$ cat src/rtl/demod_shared_mult_pkg.sv
// demod_shared_mult_pkg -- common datapath types for the shared-multiplier
// stage-1 demodulator.
//
// Contents:
//   DATA_W    sample width
//   sample_t  signed sample type used for internal registers
package demod_shared_mult_pkg;

    localparam int DATA_W = 32;

    typedef logic signed [DATA_W-1:0] sample_t;

endpackage

$ cat src/rtl/globals_pkg.sv
// globals_pkg -- project-wide fixed-point quantization settings shared by
// every demodulator stage.
//
// Contents:
//   QUANT_BITS    number of fractional bits (1.0 == 1 << QUANT_BITS)
//   QUANT_VAL     numeric value of 1.0 in the quantized domain
//   DEQUANTIZE_I  divide by QUANT_VAL with truncation toward zero, matching
//                 the C reference implementation's integer division
package globals_pkg;

    localparam int QUANT_BITS = 10;
    localparam int QUANT_VAL  = 1 << QUANT_BITS;

    // A plain arithmetic shift rounds toward -inf. Adding (QUANT_VAL - 1) to
    // negative inputs first makes it round toward zero like '/'. The bias
    // cannot overflow because it is only added to negative values.
    function automatic logic signed [31:0] DEQUANTIZE_I(input logic signed [31:0] v);
        logic signed [31:0] bias;
        bias = v[31] ? 32'(QUANT_VAL - 1) : 32'sd0;
        return (v + bias) >>> QUANT_BITS;
    endfunction

endpackage

$ cat src/rtl/demod_mul_deq.sv
// demod_mul_deq -- combinational multiply / truncate / dequantize.
//
// Ports:
//   x, y  in   32s  operands (operand muxing and negation live in the parent)
//   p     out  32s  DEQUANTIZE_I(low 32 bits of x * y)
module demod_mul_deq
    import globals_pkg::*;
(
    input  logic signed [31:0] x,
    input  logic signed [31:0] y,
    output logic signed [31:0] p
);

    // A 32-bit result context keeps only the low word of the product.
    // That low word is exactly the wrapped product of the reference model.
    logic signed [31:0] prod_lo;

    assign prod_lo = x * y;
    assign p       = DEQUANTIZE_I(prod_lo);

endmodule

$ cat src/rtl/demod_shared_mult.sv
// demod_shared_mult -- demodulator stage 1 built around one 32x32 signed
// multiplier that is time-shared over four cycles per sample.
//
// For each sample pair (a = real, b = imag) with the previous pair
// (real_prev, imag_prev) it produces
//   r = DQ(real_prev*a) - DQ(-imag_prev*b)   -> out2 (arctan x)
//   i = DQ(real_prev*b) + DQ(-imag_prev*a)   -> out  (arctan y)
//
// Ports:
//   clock, reset                       clock / synchronous active-high reset
//   inA_rd_en, inA_empty, inA_dout     real-sample FIFO read port
//   inB_rd_en, inB_empty, inB_dout     imag-sample FIFO read port
//   out_wr_en, out_full, out_din       "i" result FIFO write port
//   out2_wr_en, out2_full, out2_din    "r" result FIFO write port
//   sample_count                       completed-sample counter (optional)
//
// Optional feature: define DEMOD_MULT_STATS_EN to add the sample_count port.
module demod_shared_mult
    import globals_pkg::*;
    import demod_shared_mult_pkg::*;
(
    input  logic               clock,
    input  logic               reset,
    output logic               inA_rd_en,
    input  logic               inA_empty,
    input  logic signed [31:0] inA_dout,
    output logic               inB_rd_en,
    input  logic               inB_empty,
    input  logic signed [31:0] inB_dout,
    output logic               out_wr_en,
    input  logic               out_full,
    output logic signed [31:0] out_din,
    output logic               out2_wr_en,
    input  logic               out2_full,
    output logic signed [31:0] out2_din
`ifdef DEMOD_MULT_STATS_EN
    ,
    output logic        [31:0] sample_count
`endif
);

    typedef enum logic [2:0] {
        IDLE  = 3'd0,
        MUL0  = 3'd1,
        MUL1  = 3'd2,
        MUL2  = 3'd3,
        MUL3  = 3'd4,
        WRITE = 3'd5
    } state_t;

    state_t  state;
    sample_t a, b, acc, r_val, i_val, real_prev, imag_prev;
    sample_t mul_x, mul_y, prod, neg_imag;
    logic    rd_go, wr_go;

    // Handshakes follow the FIFO flags in the same cycle. That timing gives
    // the 5-cycle read-to-write latency and the 6-cycle sample period.
    // Gating with reset keeps both ports quiet while reset is applied.
    assign rd_go = !reset && (state == IDLE)  && !inA_empty && !inB_empty;
    assign wr_go = !reset && (state == WRITE) && !out_full  && !out2_full;

    assign inA_rd_en  = rd_go;
    assign inB_rd_en  = rd_go;
    assign out_wr_en  = wr_go;
    assign out2_wr_en = wr_go;
    assign out_din    = wr_go ? i_val : '0;
    assign out2_din   = wr_go ? r_val : '0;

    // Negation wraps at 32 bits (-(-2^31) == -2^31), like the reference model.
    assign neg_imag = -imag_prev;

    // NOTE: every signal assigned in always_comb gets a default first, so no
    // path through the case can leave one unassigned and infer a latch.
    always_comb begin
        mul_x = real_prev;
        mul_y = a;
        unique case (state)
            MUL1:    begin mul_x = neg_imag;  mul_y = b; end
            MUL2:    begin mul_x = real_prev; mul_y = b; end
            MUL3:    begin mul_x = neg_imag;  mul_y = a; end
            default: ;
        endcase
    end

    demod_mul_deq u_mul (
        .x (mul_x),
        .y (mul_y),
        .p (prod)
    );

    // NOTE: state registers use non-blocking assignments only. All updates
    // then see pre-edge values, whatever order the statements are in.
    always_ff @(posedge clock) begin
        if (reset) begin
            state     <= IDLE;
            a         <= '0;
            b         <= '0;
            acc       <= '0;
            r_val     <= '0;
            i_val     <= '0;
            real_prev <= '0;
            imag_prev <= '0;
`ifdef DEMOD_MULT_STATS_EN
            sample_count <= '0;
`endif
        end else begin
            case (state)
                IDLE: begin
                    if (rd_go) begin
                        a     <= inA_dout;
                        b     <= inB_dout;
                        state <= MUL0;
                    end
                end
                MUL0: begin
                    acc   <= prod;
                    state <= MUL1;
                end
                MUL1: begin
                    r_val <= acc - prod;
                    state <= MUL2;
                end
                MUL2: begin
                    acc   <= prod;
                    state <= MUL3;
                end
                MUL3: begin
                    i_val     <= acc + prod;
                    real_prev <= a;
                    imag_prev <= b;
                    state     <= WRITE;
                end
                WRITE: begin
                    if (wr_go) begin
                        state <= IDLE;
`ifdef DEMOD_MULT_STATS_EN
                        sample_count <= sample_count + 32'd1;
`endif
                    end
                end
                default: begin
                    // An unreachable encoding means the datapath is suspect.
                    // Restart from a clean history.
                    state     <= IDLE;
                    acc       <= '0;
                    r_val     <= '0;
                    i_val     <= '0;
                    real_prev <= '0;
                    imag_prev <= '0;
                end
            endcase
        end
    end

endmodule
$ cat config.mk
export PLATFORM = sky130hd
export DESIGN_NAME = demod_shared_mult
export DESIGN_NICKNAME = d
export VERILOG_FILES = /design/src/rtl/demod_shared_mult_pkg.sv /design/src/rtl/globals_pkg.sv /design/src/rtl/demod_mul_deq.sv /design/src/rtl/demod_shared_mult.sv
export SDC_FILE = /design/constraint.sdc
export NUM_CORES = 2
export LEC_CHECK = 0
export CAP_MARGIN = 30
export CORE_MARGIN = 2
export CORE_UTILIZATION = 30
export CTS_BUF_LIST = sky130_fd_sc_hd__clkbuf_4
export CTS_CLUSTER_SIZE = 25
export DETAILED_ROUTE_END_ITERATION = 10
export PLACE_DENSITY_LB_ADDON = 0.05
export SLEW_MARGIN = 5
export SYNTH_ARGS = -nofsm -noshare
export SYNTH_HDL_FRONTEND = slang
export SYNTH_SLANG_ARGS = --single-unit
$ cat constraint.sdc
create_clock -name clock -period 18.8 [get_ports clock]
set_input_delay 2.82 -clock clock [delete_from_list [all_inputs] [get_ports clock]]
set_output_delay 2.82 -clock clock [all_outputs]
set_load 0.005 [all_outputs]
==> impl_metrics.json <==
{
  "syn_nets": 3989,
  "ir_worst_vdd_mv": 0.04072,
  "clockBufferDepth": 3,
  "cts_setup_buffers": 0,
  "hp-class": "flip-flop to flip-flop",
  "cts_tree": "built",
  "cts.repair.resized": 0,
  "arrival_ps": 16710,
  "cts_buffers": 60,
  "yosys_register_bits": 217,
  "worst_hold_slack_ps": 433.5,
  "critPathRequiredTime_ps": 19510,
  "grt_max_degree": 86,
  "synth_cell_type_count": 82,
  "wirelength_um": 95690,
  "drtAntennaViolNets": 0,
  "syn_inst": 3310,
  "netlist.top_cell.by_area": "fa_1",
  "status": "finished, final reports clean",
  "final_cell_mix": "nor2_1, inv_1, fa_1",
  "synth-edff-count": 0,
  "grt_usage": 0.2052,
  "path_delay_family": "compound AO/OA/AOI/OAI gates",
  "die_area_um2": 94220,
  "setup_viol": 0,
  "grt_antenna_before_repair": 3,
  "core_area_um2": 91250,
  "cts_max_level": 2,
  "gr-total-overflow": 0,
  "drt-wirelength-per-cell_um": 20.67,
  "routed_via_density": 4.862,
  "crit_path_max_incr_delay_ps": 900,
  "slew_viol_final": 0,
  "nets": 4079,
  "worst_pin_slew_ps": 1022,
  "power_density_nw_per_um2": 33.61,
  "hold_buffers": 0,
  "gp_congestion": 0.8553,
  "dieWidth_um": 307.0,
  "crit_path_start_kind": "flip-flop",
  "finish.instance_area_um2": 31110,
  "cts.sinks": 217,
  "rsz0062_at_grt": "no",
  "firstDrtPassIters": 7,
  "drv_cap": 0,
  "yosys_warnings": 0,
  "skew_ps": 67.48,
  "p_leak_nw": 13.63,
  "rows": 111,
  "hold_viol_final": 0,
  "first_iter_violations": 1301,
  "ioPinCount": 138,
  "cts-root-buf": "clkbuf_4",
  "fin_setup_tns_ps": 0,
  "ys_seq_area_frac": 0.1578,
  "start_util": 0.3018,
  "max_freq_mhz": 62.49,
  "synth_ff_type": "dfxtp_1",
  "clk_pin_slew_ps": 70,
  "async_flop_share": 0,
  "vias": 22500,
  "max_slew_margin": 0.3184,
  "synth.area.top_cells": "fa_1, dfxtp_1, ha_1",
  "cp_max_fo": 34,
  "dp_hpwl_um": 74630,
  "crit_slowest_cell": "dfxtp_1",
  "final_common_cell": "nor2_1",
  "portBuffers": 137,
  "clk_latency_ps": 820,
  "grt_pass1_wl_um": 146900,
  "fin_crit_sh": 0.8512,
  "postPlaceCellArea_um2": 30320,
  "power_mw": 1.045,
  "setup.worst_path.class": "flip-flop to flip-flop",
  "grt_pass1_vias": 24190,
  "cp-end-kind": "flip-flop",
  "critical_path_buf_inv_count": 10,
  "die_y_um": 307.0,
  "syn_area_per_cell_um2": 8.318,
  "drc": 0,
  "min_period_ps": 16000,
  "drive_gt1_frac": 0.07234,
  "syn-cell-area_um2": 27530,
  "synth_top_area_share": 0.2981,
  "worst_path_most_repeated_cell": "inv_1",
  "flow.area_growth_from_synthesis_pct": 12.98
}
[Yosys cell counts (3+ instances only)]
| master | number |
|---|---|
| a211oi_1 | 4 |
| a21boi_0 | 7 |
| a21o_1 | 24 |
| a21oi_1 | 147 |
| a22o_1 | 10 |
| a22oi_1 | 87 |
| a31o_2 | 3 |
| a31oi_1 | 5 |
| and2_1 | 69 |
| and3_1 | 8 |
| buf_1 | 11 |
| buf_2 | 7 |
| clkbuf_1 | 151 |
| dfxtp_1 | 217 |
| fa_1 | 410 |
| ha_1 | 199 |
| inv_1 | 502 |
| mux2i_1 | 46 |
| nand2_1 | 337 |
| nand2b_1 | 40 |
| nand3_1 | 14 |
| nand3b_1 | 5 |
| nand4_1 | 4 |
| nor2_1 | 545 |
| nor2b_1 | 11 |
| nor3_1 | 36 |
| nor3b_1 | 5 |
| nor4_1 | 16 |
| nor4b_1 | 3 |
| o21a_1 | 15 |
| o21ai_0 | 60 |
| o21ai_1 | 4 |
| o21bai_1 | 19 |
| o31a_1 | 11 |
| o31ai_1 | 7 |
| or2_2 | 41 |
| or3_1 | 19 |
| or4_1 | 8 |
| xnor2_1 | 115 |
| xnor3_1 | 5 |
| xor2_1 | 27 |
[report_power, final]
part / switching (mW) / leakage [nW] / internal (mW)
registers: 0.0127 / 1.75 / 0.466
logic: 0.0929 / 11.4 / 0.0429
clock network: 0.226 / 0.436 / 0.205
[worst reg2reg max path: cells and delay by family, from the launching register on]
family | cells | cell delay (ps)
flip-flops | 1 | 900
XOR/XNOR | 1 | 400
adder cells (fa/ha/maj) | 11 | 4240
buffers and inverters | 10 | 1360
AO/OA/AOI/OAI | 24 | 7350
AND/OR/NAND/NOR | 6 | 1630
[metal layers]
metal / GRT usage / share of wire / vias up
li1: - / - / 10570
met1: 0.2598 / 0.44 / 11370
met2: 0.3686 / 0.50 / 440
met3: 0.02309 / 0.033 / 124
met4: 0.05483 / 0.025 / 2
met5: 0 / 0.00014 / -
[kinds of logic after synthesis]
family | count (synthesis) | synth area share
simple gates | 1178 | 0.1890
flops | 217 | 0.1578
buf+inv | 673 | 0.09234
xor+xnor | 148 | 0.05012
mux | 51 | 0.01936
fa+ha+maj | 609 | 0.3885
compound gates | 434 | 0.1028
[path summary, 6_finish.rpt]
check	start	endpoint	slack, ps	depth (start not counted)
setup / recovery	state[0]	i_val[31]	2800	52
hold / removal	r_val[30]	r_val[30]	430	2
setup reg to reg	state[0]	i_val[31]	2800	52
hold reg to reg	r_val[30]	r_val[30]	430	2
[final cells by class]
class                   count  area, um^2
diodes                      1       2.502
clock buffers              83       623.1
clock inverters            21       108.9
fillers                  9547       60140
inverters                 502        1884
multi-input cells        2420       20780
flip-flops and latches    217        4344
well taps                1186        1484
repair buffers            199        1883
[flip-flops by register name, summed over array words and instances (netlist names)]
name / flops
i_val: 32
r_val: 32
b: 32
a: 32
imag_prev: 32
state: 3
acc: 22
real_prev: 32
[metrics by stage]
| step | util | instances | worst slack, ps |
|---|---|---|---|
| 6_report | 0.3409 | 4629 | 2797 |
| 5_1_grt | 0.3409 | 4629 | 1622 |
| 3_3_place_gp | 0.3319 | 4518 | 2845 |
| 2_1_floorplan | - | 3310 | 5107 |
| 3_5_place_dp | 0.3323 | 4522 | 2607 |
| 4_1_cts | 0.3403 | 4626 | 2533 |
(Power assumes the default switching activity.)
